<file path="src/rtl/iat_stat_evaluator.sv">
// ---------------------------------------------------------------------------
// iat_stat_evaluator
//   Reader side of the per-second inter-arrival-time flow statistics. Once per
//   window it captures suitable/total, computes ratio = floor(s*256/t) with a
//   9-step restoring divider (s clamped to t), and applies streak-based
//   hysteresis to drive use_ex.
//
//   Optional feature macro: IAT_EVAL_MINMAX_EN adds ratio_min/ratio_max
//   tracking and the clr_minmax input.
//
// Ports
//   asclk              clock
//   reset              synchronous, active-high
//   cnt_time           free-running window time counter (28 bits)
//   num_suitable_f_iat suitable-IAT count of the last window
//   num_total_f_iat    total-IAT count of the last window
//   ratio              last ratio, 0..256 (256 = 100 %)
//   ratio_valid        1-cycle pulse when ratio/use_ex update
//   use_ex             steering decision
//   err_overrun        sticky: window end seen while a division was running
//   clr_minmax         (IAT_EVAL_MINMAX_EN) restart min/max tracking
//   ratio_min/max      (IAT_EVAL_MINMAX_EN) extremes of ratio since clear
//
// Handshake: there is no back-pressure; ratio_valid is a single-cycle strobe
// and ratio/use_ex are stable from that cycle until the next strobe.
// ---------------------------------------------------------------------------
module iat_stat_evaluator #(
    parameter int unsigned CNT_W      = 32,
    parameter int unsigned WINDOW_END = 160000000,
    parameter int unsigned HI_THRESH  = 192,
    parameter int unsigned LO_THRESH  = 128,
    parameter int unsigned HI_WINDOWS = 3,
    parameter int unsigned LO_WINDOWS = 2
) (
    input  logic             asclk,
    input  logic             reset,
    input  logic [27:0]      cnt_time,
    input  logic [CNT_W-1:0] num_suitable_f_iat,
    input  logic [CNT_W-1:0] num_total_f_iat,
`ifdef IAT_EVAL_MINMAX_EN
    input  logic             clr_minmax,
    output logic [8:0]       ratio_min,
    output logic [8:0]       ratio_max,
`endif
    output logic [8:0]       ratio,
    output logic             ratio_valid,
    output logic             use_ex,
    output logic             err_overrun
);

    typedef enum logic [1:0] {IDLE = 2'd0, DIV = 2'd1, DECIDE = 2'd2} state_t;

    localparam logic [27:0] WIN_END = 28'(WINDOW_END);
    localparam logic [8:0]  HI_TH   = 9'(HI_THRESH);
    localparam logic [8:0]  LO_TH   = 9'(LO_THRESH);
    localparam logic [3:0]  HI_WIN  = 4'(HI_WINDOWS);
    localparam logic [3:0]  LO_WIN  = 4'(LO_WINDOWS);

    state_t           state, state_nxt;
    logic             win_end_d;
    logic [CNT_W:0]   rem;
    logic [CNT_W-1:0] t_reg;
    logic [8:0]       q;
    logic [3:0]       bit_cnt;
    logic [3:0]       hi_streak, lo_streak;
    logic [3:0]       hi_nxt, lo_nxt;
    logic             do_latch, do_div, do_decide;
    logic             q_bit;
    logic [CNT_W:0]   rem_sub;
    logic [CNT_W-1:0] s_clamp;

    // State register
    always_ff @(posedge asclk) begin
        if (reset) state <= IDLE;
        else       state <= state_nxt;
    end

    // Next-state logic; an empty window (total == 0) never leaves IDLE
    always_comb begin
        state_nxt = state;
        case (state)
            IDLE:    if (win_end_d && (num_total_f_iat != '0)) state_nxt = DIV;
            DIV:     if (bit_cnt == 4'd8) state_nxt = DECIDE;
            DECIDE:  state_nxt = IDLE;
            default: state_nxt = IDLE;
        endcase
    end

    // Output (control) logic
    always_comb begin
        do_latch  = 1'b0;
        do_div    = 1'b0;
        do_decide = 1'b0;
        case (state)
            IDLE:    do_latch  = win_end_d && (num_total_f_iat != '0);
            DIV:     do_div    = 1'b1;
            DECIDE:  do_decide = 1'b1;
            default: ;
        endcase
    end

    // Suitable beyond total would produce a quotient above 256; clamping keeps
    // the result within the 9 quotient bits.
    assign s_clamp = (num_suitable_f_iat > num_total_f_iat) ? num_total_f_iat
                                                            : num_suitable_f_iat;

    // One restoring step: rem stays below t after subtraction, so the left
    // shift never drops a set bit.
    assign q_bit   = (rem >= {1'b0, t_reg});
    assign rem_sub = q_bit ? (rem - {1'b0, t_reg}) : rem;

    // Streak update for the quotient being decided
    always_comb begin
        hi_nxt = 4'd0;
        lo_nxt = 4'd0;
        if (q >= HI_TH)      hi_nxt = (hi_streak == 4'd15) ? 4'd15 : hi_streak + 4'd1;
        else if (q < LO_TH)  lo_nxt = (lo_streak == 4'd15) ? 4'd15 : lo_streak + 4'd1;
    end

    always_ff @(posedge asclk) begin
        if (reset) begin
            win_end_d   <= 1'b0;
            rem         <= '0;
            t_reg       <= '0;
            q           <= '0;
            bit_cnt     <= '0;
            hi_streak   <= '0;
            lo_streak   <= '0;
            ratio       <= '0;
            ratio_valid <= 1'b0;
            use_ex      <= 1'b0;
            err_overrun <= 1'b0;
        end else begin
            win_end_d   <= (cnt_time == WIN_END);
            ratio_valid <= 1'b0;
            if (win_end_d && (state != IDLE)) err_overrun <= 1'b1;
            if (do_latch) begin
                rem     <= {1'b0, s_clamp};
                t_reg   <= num_total_f_iat;
                q       <= '0;
                bit_cnt <= '0;
            end
            if (do_div) begin
                rem     <= rem_sub << 1;
                q       <= {q[7:0], q_bit};
                bit_cnt <= bit_cnt + 4'd1;
            end
            if (do_decide) begin
                hi_streak   <= hi_nxt;
                lo_streak   <= lo_nxt;
                ratio       <= q;
                ratio_valid <= 1'b1;
                if (hi_nxt >= HI_WIN)      use_ex <= 1'b1;
                else if (lo_nxt >= LO_WIN) use_ex <= 1'b0;
            end
        end
    end

`ifdef IAT_EVAL_MINMAX_EN
    // Tracks the published ratio the cycle after each strobe. A strobe in the
    // same cycle as clr_minmax wins and loads both extremes.
    logic mm_first;
    always_ff @(posedge asclk) begin
        if (reset) begin
            ratio_min <= '0;
            ratio_max <= '0;
            mm_first  <= 1'b1;
        end else if (ratio_valid) begin
            mm_first <= 1'b0;
            if (mm_first || clr_minmax) begin
                ratio_min <= ratio;
                ratio_max <= ratio;
            end else begin
                if (ratio < ratio_min) ratio_min <= ratio;
                if (ratio > ratio_max) ratio_max <= ratio;
            end
        end else if (clr_minmax) begin
            ratio_min <= 9'd256;
            ratio_max <= 9'd0;
            mm_first  <= 1'b1;
        end
    end
`endif

endmodule
</file>
<file path="config.mk">
export PLATFORM = sky130hd
export DESIGN_NAME = iat_stat_evaluator
export DESIGN_NICKNAME = d
export VERILOG_FILES = /design/src/rtl/iat_stat_evaluator.sv
export SDC_FILE = /design/constraint.sdc
export NUM_CORES = 1
export LEC_CHECK = 0
export CELL_PAD_IN_SITES_DETAIL_PLACEMENT = 0
export CELL_PAD_IN_SITES_GLOBAL_PLACEMENT = 1
export CORE_UTILIZATION = 42
export CTS_BUF_LIST = sky130_fd_sc_hd__clkbuf_2 sky130_fd_sc_hd__clkbuf_4 sky130_fd_sc_hd__clkbuf_8
export DETAILED_ROUTE_END_ITERATION = 10
export HOLD_SLACK_MARGIN = 0.08
export PLACE_DENSITY_LB_ADDON = 0.1
export SLEW_MARGIN = 30
export SYNTH_ARGS = -nofsm -noshare
export SYNTH_HDL_FRONTEND = slang
export SYNTH_SLANG_ARGS = --single-unit
</file>
<file path="constraint.sdc">
create_clock -name asclk -period 4.6 [get_ports asclk]
set_clock_uncertainty 0.1 [all_clocks]
set_input_delay 1.38 -clock asclk [delete_from_list [all_inputs] [get_ports asclk]]
set_output_delay 1.38 -clock asclk [all_outputs]
set_load 0.005 [all_outputs]
</file>
==> flow_summary_export.csv, run 1 <==
group,metric,value,unit
status,status,"finished clean",
min_path,holdPathStages,2,
pwr,swShare,0.2605,
cts,clock_latency,0.40,ns
synthesis,ys_ff_latch,101,
worst_setup_path,timing.rr.start,"t_reg[8]",
timing,maxSlewViolCount,0,
worst_setup_path,worstPathRequired,4.75,ns
floorplan,num_rows,48,
cts,cts-root-buf,"clkbuf_8",
placed_design,dp_hpwl,16130,microns
floorplan,die_x,135.5,microns
cts,cts_setup_buffers,0,
timing,rsz0062_at_grt,"no",
pwr,power_switching,0.0004663,W
timing,hold_violations,0,
layout,fin_nets,1231,
global_route,grt_pass1_wl,35300,microns
synthesis,synth_edf_count,0,
placed_design,port_buffers,105,
global_route,grt_antenna_before_repair,0,
placed_design,gp_congestion,0.9022,
synthesis,yosysSeqAreaShare,0.2701,
routing,postRouteAntennaNets,0,
global_route,grt_use_total,0.2433,
synthesis,synth_top_area_frac,0.2701,
worst_setup_path,worstReg2RegEnd,"rem[11]",
worst_setup_path,crit_chain,"clkdlybuf4s50_1 -> inv_1 -> ha_1 -> nand4_1 -> nor3_1 -> a21boi_0 -> o41ai_1 -> buf_4 -> o211ai_1 -> o21ai_4 -> buf_4 -> and3_1 -> a2111oi_4 -> a21oi_1",
floorplan,core,17360,sq um
layout,diodes,0,
global_route,grt_max_degree,102,
floorplan,dieArea,18360,sq um
synthesis,synth_cell_types,76,
synthesis,yosysWarnings,0,
floorplan,initial_core_util,0.4314,
synthesis,syn_nets,1134,
routing,drc,0,
synthesis,synth_area_leaders,"dfxtp_1, ha_1, nand2_1",
cts,numCtsBuffers,9,
pwr,internal_power,0.001324,W
pwr,pwr-share-comb,0.143,
placed_design,dpl.cell_count,1282,
timing,fin_crit,4.375,ns
cts,cts.repair.resized,0,
layout,final_util,0.5226,
routing,dr.pass1.iters,5,
pwr,power_frac_seq,0.488,
cts,clkTransAtPathRegs,0.11,ns
global_route,grt_pass1_vias,6805,
worst_setup_path,critPathSlowestCell,"clkdlybuf4s50_1",
pwr,power.leakage,3.573,nW
worst_setup_path,worst_setup_path_end_kind,"flop",
worst_setup_path,cp.arrival,4.53,ns
timing,fin_ws,0.2249,ns
floorplan,ios,106,
synthesis,synthArstFlopShare,0,
worst_setup_path,r2r_slack,0.96,ns
timing,fmax,228.6,MHz
timing,relSlewSlack,0.4639,
worst_setup_path,critPathKind,"primary input to flop",
layout,syn_to_final_growth,21.16,%
worst_setup_path,startpoint_type,"primary input",
layout,drive_above_1_share,0.07556,
global_route,overflow,0,
synthesis,synthCells,971,
pwr,p_clk_frac,0.369,
layout,finalNonFillerCells,1297,
worst_setup_path,path_max_fanout,9,
timing,hold_ws,0.3590,ns
pwr,p_per_area,197.4,nW/um^2
worst_setup_path,max_stage_delay,0.55,ns
routing,wl_per_cell,16.54,microns
run,drv_cap,0,
cts,h-tree-depth,3,
synthesis,netlist_area,7487,sq um
min_path,hold_end,"err_overrun",
layout,largest_reg_flops,33,
timing,worstMarginPinSlew,0.8041,ns
pwr,irDropWorstVdd,0.0001365,V
worst_setup_path,cpMostUsedCell,"buf_4",
placed_design,pre_cts_ws,-0.1854,ns
routing,vias_per_cell,5.561,
timing,setup_violations,0,
cts,cts_tree,"built",
synthesis,avgSynthCellArea,7.711,sq um
cts,cts.path.max_buffers,2,
routing,detail_route.wirelength,21460,microns
timing,finalCritPeriodShare,0.9511,
routing,num_vias,7213,
routing,drtIter0Drc,517,
min_path,hp-class,"flop to flop",
min_path,min_from,"err_overrun",
floorplan,die_height,135.5,microns
cts,clock_sinks,101,
synthesis,yosysTopAreaCell,"dfxtp_1",
cts,holdBufCountCts,0,
pwr,finalPower,0.001790,W
synthesis,synth_ff_type,"dfxtp_1",
worst_setup_path,reg2regPathDepth,12,
## cell families (layout without fill, tap and decap cells)
| group | Yosys count | count (layout) | synth area share |
|---|---|---|---|
| compound gates | 244 | 244 | 0.2244 |
| xor+xnor | 29 | 29 | 0.03392 |
| fa+ha+maj | 69 | 69 | 0.1163 |
| buf+inv | 132 | 233 | 0.07420 |
| flops | 101 | 101 | 0.2701 |
| mux | 50 | 50 | 0.06818 |
| simple gates | 346 | 346 | 0.2129 |
## through the flow
| stage | area, sq um | setup TNS, ns |
|---|---|---|
| 2_1_floorplan | 7487 | 0 |
| 3_3_place_gp | 8847 | -0.3961 |
| 3_5_place_dp | 8851 | -1.681 |
| 4_1_cts | 9071 | 0 |
| 5_1_grt | 9071 | 0 |
| 6_report | 9071 | 0 |
## worst max-delay path by stage
stage / start / endpoint / slack, ns
floorplan: num_total_f_iat[25] / rem[23] / 0.90
global placement: num_total_f_iat[13] / rem[29] / -0.13
detailed placement: num_total_f_iat[13] / rem[29] / -0.19
CTS: num_total_f_iat[13] / rem[29] / 0.25
global route: num_total_f_iat[13] / rem[29] / 0.04
finish: num_total_f_iat[13] / rem[29] / 0.22
## critical path, delay by kind of cell
family	cells	cell delay (ns)
AO/OA/AOI/OAI	6	1.00
buffers and inverters	4	0.96
AND/OR/NAND/NOR	3	0.89
adder cells (fa/ha/maj)	1	0.29
## cells in the mapped netlist, types with 3 or more instances
library cell,n
nand2_1,153
a21oi_1,107
dfxtp_1,101
inv_1,76
ha_1,68
nor2_1,66
mux2i_1,42
clkbuf_1,39
nand3_1,36
o21ai_0,21
o221a_1,20
xnor2_1,19
nor3_1,18
nand4_1,17
a31oi_1,16
a21o_1,12
o211ai_1,11
xor2_1,10
nand2b_1,9
nor4_1,9
mux2_2,8
and3_1,7
buf_2,7
a221oi_1,6
nor2b_1,6
o21a_1,6
o21bai_1,5
a211oi_1,4
nor4b_1,4
a2111oi_0,3
and4_1,3
buf_6,3
nand3b_1,3
## cells in the final DEF, fill, tap and decap left out, types with 3 or more instances in the layout
cell             synthesis  final
nand2_1                153    153
a21oi_1                107    107
clkdlybuf4s50_1          0    104
dfxtp_1                101    101
inv_1                   76     76
ha_1                    68     68
nor2_1                  66     66
mux2i_1                 42     42
nand3_1                 36     36
buf_4                    1     36
o21ai_0                 21     21
o221a_1                 20     20
xnor2_1                 19     19
nor3_1                  18     18
nand4_1                 17     17
a31oi_1                 16     16
a21o_1                  12     12
o211ai_1                11     11
xor2_1                  10     10
nor4_1                   9      9
clkbuf_8                 0      9
nand2b_1                 9      8
mux2_2                   8      8
and3_1                   7      7
a221oi_1                 6      6
nor2b_1                  6      6
o21a_1                   6      6
o21bai_1                 5      5
a211oi_1                 4      4
nor4b_1                  4      4
and4_1                   3      3
nand3b_1                 3      3
a2111oi_0                3      3
## layer usage
layer / wire length, microns / vias up / part of all wire / global-route usage
met5: 0 / - / 0 / 0
met4: 336 / 0 / 0.016 / 0.06305
met3: 762 / 22 / 0.036 / 0.03479
met2: 9867 / 143 / 0.46 / 0.3912
met1: 10490 / 3407 / 0.49 / 0.3383
li1: - / 3641 / - / -
## area by class of cell
class,instances,area [sq um]
Sequential cell,101,2022
Tap cell,225,281.5
Inverter,76,285.3
Timing Repair Buffer,142,1343
Clock inverter,6,96.34
Multi-Input combinational cell,738,4920
Clock buffer,9,123.9
Fill cell,1731,8285
## power by group through the flow
stage,Combinational (W),Clock [W],Sequential [W]
final,0.000256,0.000661,0.000874
after global routing,0.000278,0.000711,0.000874
after CTS,0.000257,0.000685,0.000874
after detailed placement,0.000256,0,0.000894
after global placement,0.000257,0,0.000894
after floorplan,0.000107,0,0.000894
(Power assumes the default switching activity.)
==> run 2: changes to the inputs <==
--- a/config.mk
+++ b/config.mk
@@ -5,6 +5,7 @@
 export SDC_FILE = /design/constraint.sdc
 export NUM_CORES = 1
 export LEC_CHECK = 0
+export CAP_MARGIN = 30
 export CELL_PAD_IN_SITES_DETAIL_PLACEMENT = 0
 export CELL_PAD_IN_SITES_GLOBAL_PLACEMENT = 1
 export CORE_UTILIZATION = 42
@@ -16,3 +17,4 @@
 export SYNTH_ARGS = -nofsm -noshare
 export SYNTH_HDL_FRONTEND = slang
 export SYNTH_SLANG_ARGS = --single-unit
+export TNS_END_PERCENT = 20
==> results of run 2 <==
No change in the layout: final DEF, timing and power equal those of run 1.
